$ cat src/rtl/mem_stage.sv
// MEM pipeline stage: latches one EXE entry, shapes load data from the synchronous
// data SRAM, and presents the WB payload plus the ID bypass.
module mem_stage (
    input  logic        clk,
    input  logic        reset,
    // EXE -> MEM handshake and payload
    input  logic        ready_go_exe,
    output logic        allow_in,
    input  logic [31:0] inst_from_exe,
    input  logic [31:0] pc_from_exe,
    input  logic [31:0] alu_result_from_exe,
    input  logic        reg_en_from_exe,
    input  logic        mem_ld_from_exe,
    input  logic [4:0]  dest_from_exe,
    input  logic [2:0]  ld_op_from_exe,
    input  logic [31:0] data_sram_rdata,
    // MEM -> WB handshake and payload
    output logic        ready_go,
    input  logic        WB_allow_in,
    output logic [31:0] inst_mem,
    output logic [31:0] pc_mem,
    output logic [31:0] final_result,
    output logic        reg_en,
    output logic [4:0]  dest,
    output logic        valid,
    // ID bypass
    output logic [31:0] forward_data_mem,
    output logic        forward_en_mem
);

    localparam logic [2:0] LD_W  = 3'b000;
    localparam logic [2:0] LD_B  = 3'b001;
    localparam logic [2:0] LD_H  = 3'b010;
    localparam logic [2:0] LD_BU = 3'b011;
    localparam logic [2:0] LD_HU = 3'b100;

    logic        valid_q,      valid_d;
    logic [31:0] inst_q,       inst_d;
    logic [31:0] pc_q,         pc_d;
    logic [31:0] alu_result_q, alu_result_d;
    logic        reg_en_q,     reg_en_d;
    logic        mem_ld_q,     mem_ld_d;
    logic [2:0]  ld_op_q,      ld_op_d;
    logic [4:0]  dest_q,       dest_d;
    logic [31:0] rdata_hold_q, rdata_hold_d;
    logic        hold_vld_q,   hold_vld_d;

    logic        leave;
    logic        accept;
    logic [31:0] raw;
    logic [7:0]  byte_lane;
    logic [15:0] half_lane;
    logic [31:0] load_data;

    assign ready_go = valid_q;
    assign leave    = ready_go & WB_allow_in;
    assign allow_in = ~valid_q | leave;
    assign accept   = ready_go_exe & allow_in;

    // NOTE: every variable written here gets a default first so no latch is inferred.
    always_comb begin
        valid_d      = valid_q;
        inst_d       = inst_q;
        pc_d         = pc_q;
        alu_result_d = alu_result_q;
        reg_en_d     = reg_en_q;
        mem_ld_d     = mem_ld_q;
        ld_op_d      = ld_op_q;
        dest_d       = dest_q;
        rdata_hold_d = rdata_hold_q;
        hold_vld_d   = hold_vld_q;

        if (accept) begin
            valid_d      = 1'b1;
            inst_d       = inst_from_exe;
            pc_d         = pc_from_exe;
            alu_result_d = alu_result_from_exe;
            reg_en_d     = reg_en_from_exe;
            mem_ld_d     = mem_ld_from_exe;
            ld_op_d      = ld_op_from_exe;
            dest_d       = dest_from_exe;
        end else if (leave) begin
            valid_d = 1'b0;
        end

        // SRAM data is only valid in the first MEM cycle, so a stalled load keeps a copy.
        if (accept || leave) begin
            hold_vld_d = 1'b0;
        end else if (valid_q && mem_ld_q && !hold_vld_q && !WB_allow_in) begin
            hold_vld_d   = 1'b1;
            rdata_hold_d = data_sram_rdata;
        end
    end

    always_comb begin
        raw = hold_vld_q ? rdata_hold_q : data_sram_rdata;

        case (alu_result_q[1:0])
            2'd0:    byte_lane = raw[7:0];
            2'd1:    byte_lane = raw[15:8];
            2'd2:    byte_lane = raw[23:16];
            default: byte_lane = raw[31:24];
        endcase
        half_lane = alu_result_q[1] ? raw[31:16] : raw[15:0];

        case (ld_op_q)
            LD_B:    load_data = {{24{byte_lane[7]}}, byte_lane};
            LD_H:    load_data = {{16{half_lane[15]}}, half_lane};
            LD_BU:   load_data = {24'b0, byte_lane};
            LD_HU:   load_data = {16'b0, half_lane};
            LD_W:    load_data = raw;
            default: load_data = raw;
        endcase
    end

    // NOTE: state uses non-blocking assignments only; the payload is reset too so
    // nothing from before a reset can reach the outputs afterwards.
    always_ff @(posedge clk or posedge reset) begin
        if (reset) begin
            valid_q      <= 1'b0;
            inst_q       <= '0;
            pc_q         <= '0;
            alu_result_q <= '0;
            reg_en_q     <= 1'b0;
            mem_ld_q     <= 1'b0;
            ld_op_q      <= '0;
            dest_q       <= '0;
            rdata_hold_q <= '0;
            hold_vld_q   <= 1'b0;
        end else begin
            valid_q      <= valid_d;
            inst_q       <= inst_d;
            pc_q         <= pc_d;
            alu_result_q <= alu_result_d;
            reg_en_q     <= reg_en_d;
            mem_ld_q     <= mem_ld_d;
            ld_op_q      <= ld_op_d;
            dest_q       <= dest_d;
            rdata_hold_q <= rdata_hold_d;
            hold_vld_q   <= hold_vld_d;
        end
    end

    assign valid            = valid_q;
    assign inst_mem         = inst_q;
    assign pc_mem           = pc_q;
    assign dest             = dest_q;
    assign final_result     = mem_ld_q ? load_data : alu_result_q;
    assign reg_en           = reg_en_q & valid_q;
    assign forward_en_mem   = valid_q & reg_en_q & (dest_q != 5'd0);
    assign forward_data_mem = final_result;

endmodule

$ cat config.mk
export PLATFORM = sky130hd
export DESIGN_NAME = mem_stage
export DESIGN_NICKNAME = d
export VERILOG_FILES = /design/src/rtl/mem_stage.sv
export SDC_FILE = /design/constraint.sdc
export NUM_CORES = 1
export LEC_CHECK = 0
export ABC_AREA = 1
export CORE_MARGIN = 4
export CORE_UTILIZATION = 41
export CTS_BUF_LIST = sky130_fd_sc_hd__clkbuf_4
export DETAILED_ROUTE_END_ITERATION = 16
export PLACE_DENSITY = 0.8
export SETUP_SLACK_MARGIN = 0.1
export SYNTH_ARGS = -nofsm -noshare
export SYNTH_HDL_FRONTEND = slang
export SYNTH_SLANG_ARGS = --single-unit
$ cat constraint.sdc
create_clock -name clk -period 5.55 [get_ports clk]
set_input_delay 1.665 -clock clk [delete_from_list [all_inputs] [get_ports clk]]
set_output_delay 1.665 -clock clk [all_outputs]
set_load 0.05 [all_outputs]
==> metrics <==
status complete, no violations; most common cell in the synthesized netlist nand2_1; Switching Power between 2 and 2.5 mW; global route overflow 0; area share of the largest cell type after synthesis 0.494; clock share of power 0.162; Tightest Hold Check Type register to register; switching part of the total 0.441; Final Setup Violations 0; Synth area leaders dfrtp_1 49%, mux2_2 13%, nand2_1 9.7%; core area 16800 um2; die footprint slightly below 20000 um2; Seq pwr share 0.294; CP Launch Type primary input; post-cts repair resize count 0; commonest register cell after synthesis dfrtp_1; Clock Latency Late Sink 540 ps; dpl cells between 1000 and 1500; Hold Fails Final Rpt 0; cell chain of the critical path clkdlybuf4s50_1 -> inv_1 -> o21ai_0 -> nand2_1 -> nand3_2 -> nand3_4 -> nand2_4 -> o21ai_0 -> inv_1 -> buf_12; crit end category primary output; P_leak between 4 and 5 nW; setup slack, reg-to-reg just over 3000 ps; Synth Cell Area about 7000 um2; worst clock skew between 10 and 15 ps; Post-synth ARST share 1.00; remaining antenna violation count 0; dominant cell type by area after synthesis dfrtp_1; worst vdd ir 287 uV; Max Cap Violations 0; combinational share of power 0.544; crit-path max cell delay ~450 ps; Post-synth EDFFs 0; vias in the first global route ~6500; Crit Path Class primary input to primary output; crit-path leading delay family buffers and inverters; GP Congestion a little over 0.9; Max Slew Vio Count 0; post-synthesis sequential area ratio 0.494; Post-Syn Nets 945; Post-Layout Cell Count about 1300; global route hottest layer met2; CTS max path bufs 2; vias per inst about 5; layout cells sized above 1 0.204; die span in y 140 um; Critical Path Fanout Max 16; Buf+Inv Stages, Crit Path 4; total CTS buffers 17; Final HPWL DP approximately 18000 um; 1st-iter DRT viols between 300 and 400; Root Driver clkbuf_4; Post-CTS Hold Fix Bufs 0; Post-CTS Setup Inserts 0; pre-CTS WS roughly 300 ps; First-pass DRT Iterations 6; num rows 47; number of remaining DRC errors 0; Data arrival, critical path 3570 ps; CP required slightly below 4000 ps; sequential cell area around 3500 um2; library cells used by synthesis 27; capture point of the worst reg-to-reg path pc_mem[23]; antenna violations before repair 1; Slew @ Worst Pin about 1100 ps; CTS tree built; Initial Utilization 0.423; Avg Cell Area, Syn a little under 9 um2; Final period util 0.944; worst hold endpoint rdata_hold_q[8]; reg2reg path depth 4; clk slew on worst S/H paths roughly 130 ps; post-synthesis cell count 803; grt met3 use 0.0895; Total Routing Usage GR 0.231; ant diodes 0; HP Start rdata_hold_q[8]; slowest CP cell clkdlybuf4s50_1; reg2reg start ready_go; die extent in x approximately 140 um; met1 usage 0.253; Pint 2.54 mW; P&R area growth vs syn 51.5%; final WL about 23000 um; #FFs+latches synth 140; first-pass GRT wire length approximately 35000 um; pin count of the biggest net entering global routing 88; DR WL/cell about 18 um; min cycle time layout around 5200 ps; clk sink count 140; pwr/cell area around 420 nW/um2; TNS Setup 0 ps; fillers about 1400; Max Fclk 191 MHz; RSZ-0062 raised after global routing false; # nets final 1185; boundary pin count 280; Rel. slew slack 0.271; GRT met2 Usage 0.408; Port Buffers ~280; Vias around 6400; Synth top cells by count 184 x nand2_1, 140 x dfrtp_1, 87 x inv_1; footprint of the multi-input gates roughly 2800 um2; Cells on Worst Hold Path 2; synth warn 0; H-tree levels 4; Setup WS post-layout roughly 310 ps
-- layout by cell type, fill, tap and decap left out, types with 15 or more instances in the layout --
cell	instances
nand2_1	183
a21oi_1	43
nor2_1	70
mux2_2	84
o21ai_0	80
clkbuf_4	17
dfrtp_1	140
buf_12	60
buf_4	20
clkdlybuf4s50_1	215
inv_1	86
nand3_1	15
-- flip-flops by register name, summed over array words and instances, names as in the netlist, 3 cells and up --
name / flops
pc_mem: 32
alu_result_q: 32
ld_op_q: 3
rdata_hold_q: 32
dest: 5
inst_mem: 32
-- through the flow --
step / power (mW) / util / instance area, um2 / hold slack [ps]
5_1_grt: 4.74 / 0.641 / 10700 / 523
2_1_floorplan: 2.80 / - / 7090 / 448
3_5_place_dp: 3.83 / 0.622 / 10400 / 470
6_report: 4.54 / 0.641 / 10700 / 498
3_3_place_gp: 3.78 / 0.622 / 10400 / 465
4_1_cts: 4.57 / 0.641 / 10700 / 501
-- cell families (layout without fill, tap and decap cells) --
group / count (synthesis) / count (layout) / share of synthesized area
AND/OR/NAND/NOR: 274 / 274 / 0.153
buffers and inverters: 164 / 417 / 0.112
AO/OA/AOI/OAI: 141 / 141 / 0.108
flip-flops: 140 / 140 / 0.494
multiplexers: 84 / 84 / 0.133
-- power groups by stage --
stage	combinational, mW	sequential, mW	clock [mW]
4_1_cts	2.48	1.33	0.756
3_3_place_gp	2.44	1.34	0
2_1_floorplan	1.20	1.60	0
6_report	2.47	1.33	0.737
5_1_grt	2.58	1.36	0.800
3_5_place_dp	2.48	1.35	0
-- how the worst max path moves through the flow --
stage	cells after the start	to	start	slack, ps
CTS	10	final_result[18]	data_sram_rdata[7]	290
detailed placement	10	final_result[18]	data_sram_rdata[7]	300
finish	10	forward_data_mem[17]	data_sram_rdata[7]	310
global route	10	final_result[17]	data_sram_rdata[7]	150
global placement	10	final_result[21]	data_sram_rdata[7]	380
floorplan	1	alu_result_q[0]	reset	130
-- layout make-up --
class / instances / area share
sequential: 140 / 0.326
inverter: 90 / 0.0319
tap: 220 / 0.0256
clock buffer: 17 / 0.0119
timing repair buffer: 295 / 0.326
clock inverter: 15 / 0.0172
multi-input combinational: 499 / 0.261
-- tightest hold or removal path: cells and delay by family (launching register included) --
family,cells,cell delay (ps)
AND/OR/NAND/NOR,1,50
AO/OA/AOI/OAI,1,60
flip-flops,1,360
-- metal layers --
| layer | part of all wire | vias to the layer above |
|---|---|---|
| met5 | 0.00053 | - |
| met4 | 0.030 | 2 |
| met3 | 0.098 | 41 |
| met2 | 0.52 | 306 |
| met1 | 0.36 | 2998 |
| li1 | - | 3018 |
Note: power is estimated with default switching activity, not from simulation.
